===== config.mk =====
export PLATFORM = sky130hd
export DESIGN_NAME = alipi_aprox_logit_flat
export DESIGN_NICKNAME = d
export VERILOG_FILES = /design/src/rtl/logit_pkg.sv /design/src/rtl/alipi_aprox_logit_if.sv /design/src/rtl/logit_norm.sv /design/src/rtl/alipi_aprox_logit.sv /design/src/flat_wrapper.sv
export SDC_FILE = /design/constraint.sdc
export NUM_CORES = 1
export LEC_CHECK = 0
export BUFFER_PORTS_ARGS = -buffer_cell sky130_fd_sc_hd__buf_2
export CORE_ASPECT_RATIO = 0.75
export CORE_MARGIN = 10
export CORE_UTILIZATION = 54
export CTS_CLUSTER_DIAMETER = 100
export DETAILED_ROUTE_END_ITERATION = 6
export PLACE_DENSITY = 0.8
export SLEW_MARGIN = 20
export SYNTH_ARGS = -nofsm -noshare
export SYNTH_HDL_FRONTEND = slang
export SYNTH_SLANG_ARGS = --single-unit

===== constraint.sdc =====
create_clock -name clk -period 3.41 [get_ports clk]
set_input_delay 0.682 -clock clk [delete_from_list [all_inputs] [get_ports clk]]
set_output_delay 0.682 -clock clk [all_outputs]
set_load 0.02 [all_outputs]

===== src/rtl/logit_pkg.sv =====
// Shared Q8.8 constants and FSM state codes for the alipi_aprox_logit inverse-sigmoid block.
package logit_pkg;

  localparam logic [1:0] IDLE = 2'd0;
  localparam logic [1:0] NORM = 2'd1;
  localparam logic [1:0] CALC = 2'd2;
  localparam logic [1:0] DONE = 2'd3;

  localparam logic [15:0] Q_ONE     = 16'h0100;
  localparam logic [15:0] Q_HALF    = 16'h0080;
  localparam logic [15:0] Q_QUARTER = 16'h0040;
  localparam logic [15:0] SAT_POS   = 16'h0800;
  localparam logic [15:0] SAT_NEG   = 16'hF800;

endpackage


===== src/rtl/alipi_aprox_logit_if.sv =====
// Valid/ready request and response bundle for alipi_aprox_logit.
interface alipi_aprox_logit_if;

  logic        in_valid;
  logic        in_ready;
  logic [15:0] y_i;
  logic        out_valid;
  logic        out_ready;
  logic [15:0] x_o;
  logic        sat_o;

  modport master (
    output in_valid, y_i, out_ready,
    input  in_ready, out_valid, x_o, sat_o
  );

  modport slave (
    input  in_valid, y_i, out_ready,
    output in_ready, out_valid, x_o, sat_o
  );

endinterface


===== src/rtl/logit_norm.sv =====
// Normalizer step: doubles t until it exceeds a quarter, counting shifts in n.
// LOGIT_FAST_NORM_EN selects a single-step priority-encoder version.
module logit_norm
  import logit_pkg::*;
(
  input  logic [8:0] t,
  input  logic [2:0] n,
  output logic [8:0] t_next,
  output logic [2:0] n_next,
  output logic       done
);

`ifdef LOGIT_FAST_NORM_EN
  logic [2:0] shift;

  // Largest shift whose predecessor is still <= 0x40 is the smallest one that clears it.
  always_comb begin
    shift = 3'd0;
    for (int i = 1; i <= 7; i++) begin
      if (({7'd0, t} << (i - 1)) <= Q_QUARTER) shift = 3'(i);
    end
  end

  assign t_next = t << shift;
  assign n_next = n + shift;
  assign done   = 1'b1;
`else
  assign done   = ({7'd0, t} > Q_QUARTER);
  assign t_next = done ? t : (t << 1);
  assign n_next = done ? n : (n + 3'd1);
`endif

endmodule


===== src/rtl/alipi_aprox_logit.sv =====
// Inverse PWL sigmoid: y (unsigned Q8.8 probability) -> x = logit(y) in signed Q8.8.
// Define LOGIT_FAST_NORM_EN for the single-cycle normalizer (fixed latency 3).
module alipi_aprox_logit
  import logit_pkg::*;
(
  input  logic                 clk,
  input  logic                 rst,
  alipi_aprox_logit_if.slave   bus
);

  logic [1:0]  state;
  logic [8:0]  t;
  logic [2:0]  n;
  logic        neg;
  logic [15:0] x_q;
  logic        sat_q;
  logic        out_valid_q;

  logic [8:0]  t_next;
  logic [2:0]  n_next;
  logic        norm_done;
  logic [7:0]  f;
  logic [15:0] mag;
  logic [15:0] x_calc;

  logit_norm u_norm (
    .t      (t),
    .n      (n),
    .t_next (t_next),
    .n_next (n_next),
    .done   (norm_done)
  );

  // Normalized t sits in (0x40, 0x80], so the fractional part fits in 8 bits.
  assign f      = 8'((9'(Q_HALF) - t) << 2);
  assign mag    = {5'd0, n, f};
  assign x_calc = neg ? 16'(-mag) : mag;

  assign bus.in_ready  = (state == IDLE);
  assign bus.out_valid = out_valid_q;
  assign bus.x_o       = x_q;
  assign bus.sat_o     = sat_q;

  always_ff @(posedge clk or posedge rst) begin
    if (rst) begin
      state       <= IDLE;
      t           <= 9'd0;
      n           <= 3'd0;
      neg         <= 1'b0;
      x_q         <= 16'h0000;
      sat_q       <= 1'b0;
      out_valid_q <= 1'b0;
    end else begin
      case (state)
        IDLE: begin
          if (bus.in_valid) begin
            neg <= (bus.y_i < Q_HALF);
            t   <= (bus.y_i < Q_HALF) ? bus.y_i[8:0] : (9'(Q_ONE) - bus.y_i[8:0]);
            n   <= 3'd0;
            if (bus.y_i == 16'h0000) begin
              x_q   <= SAT_NEG;
              sat_q <= 1'b1;
              state <= DONE;
            end else if (bus.y_i >= Q_ONE) begin
              x_q   <= SAT_POS;
              sat_q <= 1'b1;
              state <= DONE;
            end else begin
              state <= NORM;
            end
          end
        end
        NORM: begin
          t <= t_next;
          n <= n_next;
          if (norm_done) state <= CALC;
        end
        CALC: begin
          x_q   <= x_calc;
          sat_q <= 1'b0;
          state <= DONE;
        end
        DONE: begin
          // out_valid lags entry into DONE by one edge; leave only once it has been seen.
          if (out_valid_q && bus.out_ready) begin
            out_valid_q <= 1'b0;
            state       <= IDLE;
          end else begin
            out_valid_q <= 1'b1;
          end
        end
        default: state <= IDLE;
      endcase
    end
  end

endmodule

===== src/flat_wrapper.sv =====
// flat-port wrapper written by rule: the top's interface ports become plain ports
module alipi_aprox_logit_flat import logit_pkg::*;
  (clk, rst, bus_in_valid, bus_y_i, bus_out_ready, bus_in_ready, bus_out_valid, bus_x_o, bus_sat_o);
  alipi_aprox_logit_if bus_i ();
  input  logic clk;
  input  logic rst;
  input wire logic [$bits(bus_i.in_valid)-1:0] bus_in_valid;
  input wire logic [$bits(bus_i.y_i)-1:0] bus_y_i;
  input wire logic [$bits(bus_i.out_ready)-1:0] bus_out_ready;
  output wire logic [$bits(bus_i.in_ready)-1:0] bus_in_ready;
  output wire logic [$bits(bus_i.out_valid)-1:0] bus_out_valid;
  output wire logic [$bits(bus_i.x_o)-1:0] bus_x_o;
  output wire logic [$bits(bus_i.sat_o)-1:0] bus_sat_o;
  assign bus_i.in_valid = bus_in_valid;
  assign bus_i.y_i = bus_y_i;
  assign bus_i.out_ready = bus_out_ready;
  assign bus_in_ready = bus_i.in_ready;
  assign bus_out_valid = bus_i.out_valid;
  assign bus_x_o = bus_i.x_o;
  assign bus_sat_o = bus_i.sat_o;
  alipi_aprox_logit u_core (.clk(clk), .rst(rst), .bus(bus_i));
endmodule

==> impl_metrics.tcl <==
set metrics [dict create \
    seq_power_share 0.557 \
    netlist_top_cells_count "nand2_1, dfrtp_1, o21ai_0" \
    clkLatencyLatePin_ps 280 \
    maxSlewHeadroom 0.551 \
    slew_violations 0 \
    htree_num_levels 2 \
    drc 0 \
    path_delay_family "simple AND/OR/NAND/NOR gates" \
    cts_buffer_depth 2 \
    min_path_type "reg -> reg" \
    gp_congestion 0.842 \
    finalSetupViolCount 0 \
    sw_frac_of_total 0.217 \
    fmax_mhz 334 \
    power_frac_clock 0.388 \
    dp_hpwl_um 3320 \
    cp.arrival_ps 3150 \
    crit_chain "inv_1 -> ha_1 -> or4b_2 -> a21oi_1 -> a21oi_1 -> or4_1 -> a311oi_1 -> nor2_1" \
    num_antenna_cells 0 \
    grt_start_max_net_pins 32 \
    ys_top_cells_by_area "dfrtp_1, o21ai_0, nand2_1" \
    drtAntennaViolNets 0 \
    coreArea_sq_mm 0.00364 \
    timing_hold_violations_final 0 \
    synth_edf_count 0 \
    antenna_found_initial 0 \
    p_per_area_mw_per_mm2 288 \
    cp-start-kind "flop" \
    dominantRegCellSynth "dfrtp_1" \
    ys_warn_count 0 \
    cts_setup_buffers 0 \
    synth_top_area_share 0.385 \
    yosysTopAreaCell "dfrtp_1" \
    fin_crit_sh 0.877 \
    fin_util 0.632 \
    drtIter0Drc 95 \
    cp.required_ps 3570 \
    rsz0062_at_grt "no" \
    nNetsFinal 300 \
    clockRootBuffer "clkbuf_8" \
    routed_wirelength_um 4380 \
    instances_no_fill 322 \
    slowest_delay_ps 670 \
    p_sw_uw 143 \
    synthCells 238 \
    numCtsBuffers 5 \
    fill_cells 328 \
    cts.clk_slew.worst_paths_ps 60 \
    floorplan.initialDensity 0.554 \
    critPathMaxFanout 9 \
    vias 1714 \
    grt_first_pass_wirelength_um 7510 \
    path_common_cell "a21oi_1" \
    syn_area_sq_mm 0.00202 \
    synth.distinct_cells 43 \
    worstSetupPathType "reg -> reg" \
    worst_pin_slew_ps 670 \
    finClkSkew_ps 10.2 \
    portBuffers 36 \
    track_usage 0.136 \
    ys_seq_area_frac 0.385 \
    holdBufCountCts 0 \
    dpl.cell_count 316 \
    cts.sinks 31 \
    fin_tns_setup_ps 0 \
    wl_per_cell_um 13.6 \
    gr-total-overflow 0 \
    async_reset_ff_frac 1.00 \
    drt-pass1-iter-count 4 \
    cts_tree "done" \
    intPower_uw 518 \
    via_per_inst 5.32 \
    multi_input_area_sq_mm 0.00114 \
    syn_to_final_growth_pct 14.0 \
    worstSetupEndpointType "flop" \
    leakage_uw 0.00111 \
    yosysMostFrequentCell "nand2_1" \
    ys_ff_latch 31 \
    pin_count 39 \
    seqCellArea_sq_um 776 \
    drive_gt1_frac 0.193 \
    status "finished, final reports clean" \
    syn_area_per_cell_sq_um 8.47 \
    dp_slack_ps 314 \
    comb_power_share 0.055 \
    grt_pass1_vias 1718 \
    critPathSlowestCell "or4b_2" \
    chipWidth_um 90.5 \
    max_cap_viol_count 0 \
    fin_crit_ps 2990 \
    die_area_sq_mm 0.00660 \
    path_buf_inv 1 \
    num_rows 19 \
    ir_worst_vdd_mv 0.184 \
    cts_resized 0 \
    die_h_um 72.9 \
    worst_slack_ps 418 \
]
[logic make-up after synthesis]
logic type      after synthesis  share of synthesized area
fa+ha+maj                     9                     0.0559
compound gates               60                      0.172
other cells                   1                    0.00186
mux                           8                     0.0410
xor+xnor                     15                     0.0652
buf+inv                      25                     0.0509
flops                        31                      0.385
simple gates                 89                      0.228
[final timing paths]
check / from / endpoint / slack (ps) / depth (start not counted)
min in group asynchronous: rst / u_core.state[1] / 480 / 2
hold reg to reg: u_core.bus.x_o[4] / u_core.bus.x_o[4] / 470 / 2
max in group asynchronous: rst / u_core.bus.x_o[4] / 2520 / 2
setup / recovery: u_core.t[0] / u_core.bus.x_o[13] / 420 / 8
hold / removal: u_core.bus.x_o[4] / u_core.bus.x_o[4] / 470 / 2
setup reg to reg: u_core.t[0] / u_core.bus.x_o[13] / 420 / 8
[cells in the final DEF, fill, tap and decap left out, drive strengths merged, types with 3 or more instances in the layout]
master / Yosys / routed
mux2i: 6 / 6
nor3: 9 / 9
dfrtp: 31 / 31
clkbuf: 11 / 6
nand2: 32 / 32
nor2b: 6 / 6
nor2: 13 / 13
o21ai: 28 / 28
or4b: 3 / 3
buf: 3 / 39
or4: 3 / 3
a21oi: 17 / 17
o31ai: 4 / 4
xnor2: 8 / 8
nand3: 3 / 3
ha: 9 / 9
xor2: 7 / 7
nand2b: 5 / 5
inv: 11 / 11
nor4: 6 / 6
a31oi: 3 / 3
[power groups by stage]
stage          logic, uW  registers [uW]  clock network, uW
6_report            36.1             368                257
4_1_cts             36.5             368                262
3_3_place_gp        35.5             375                  0
3_5_place_dp        36.5             375                  0
2_1_floorplan       20.1             375                  0
5_1_grt             42.0             368                273
[per-stage QoR]
stage,total power [uW],cell area [sq um],hold slack [ps]
detailed placement,411,2230,466
floorplan,395,2020,450
global placement,410,2230,457
finish,661,2300,475
CTS,666,2300,478
global route,683,2300,487
[routing by layer]
metal | track usage | wire (um) | vias to the layer above
li1 | - | - | 884
met1 | 0.170 | 2240 | 773
met2 | 0.213 | 1800 | 50
met3 | 0.0360 | 262 | 7
met4 | 0.0687 | 84 | 0
met5 | 0 | 0 | -
[worst min-delay path: stages (launching register included)]
cell and delay (ps):
dfrtp_1 340, nand2_1 40, o21ai_0 60
[final cells by class]
| type | instances | area share |
|---|---|---|
| Clock buffer | 6 | 0.0316 |
| Multi-Input combinational cell | 183 | 0.496 |
| Inverter | 11 | 0.0180 |
| Timing Repair Buffer | 39 | 0.0882 |
| Sequential cell | 31 | 0.338 |
| Tap cell | 52 | 0.0283 |
[state kept, by name, summed over array words and instances, names as in the netlist]
name                  flops
u_core.neg                1
u_core.n                  3
u_core.bus.out_valid      1
u_core.bus.x_o           14
u_core.t                  9
u_core.bus.sat_o          1
u_core.state              2
(Power assumes the default switching activity.)
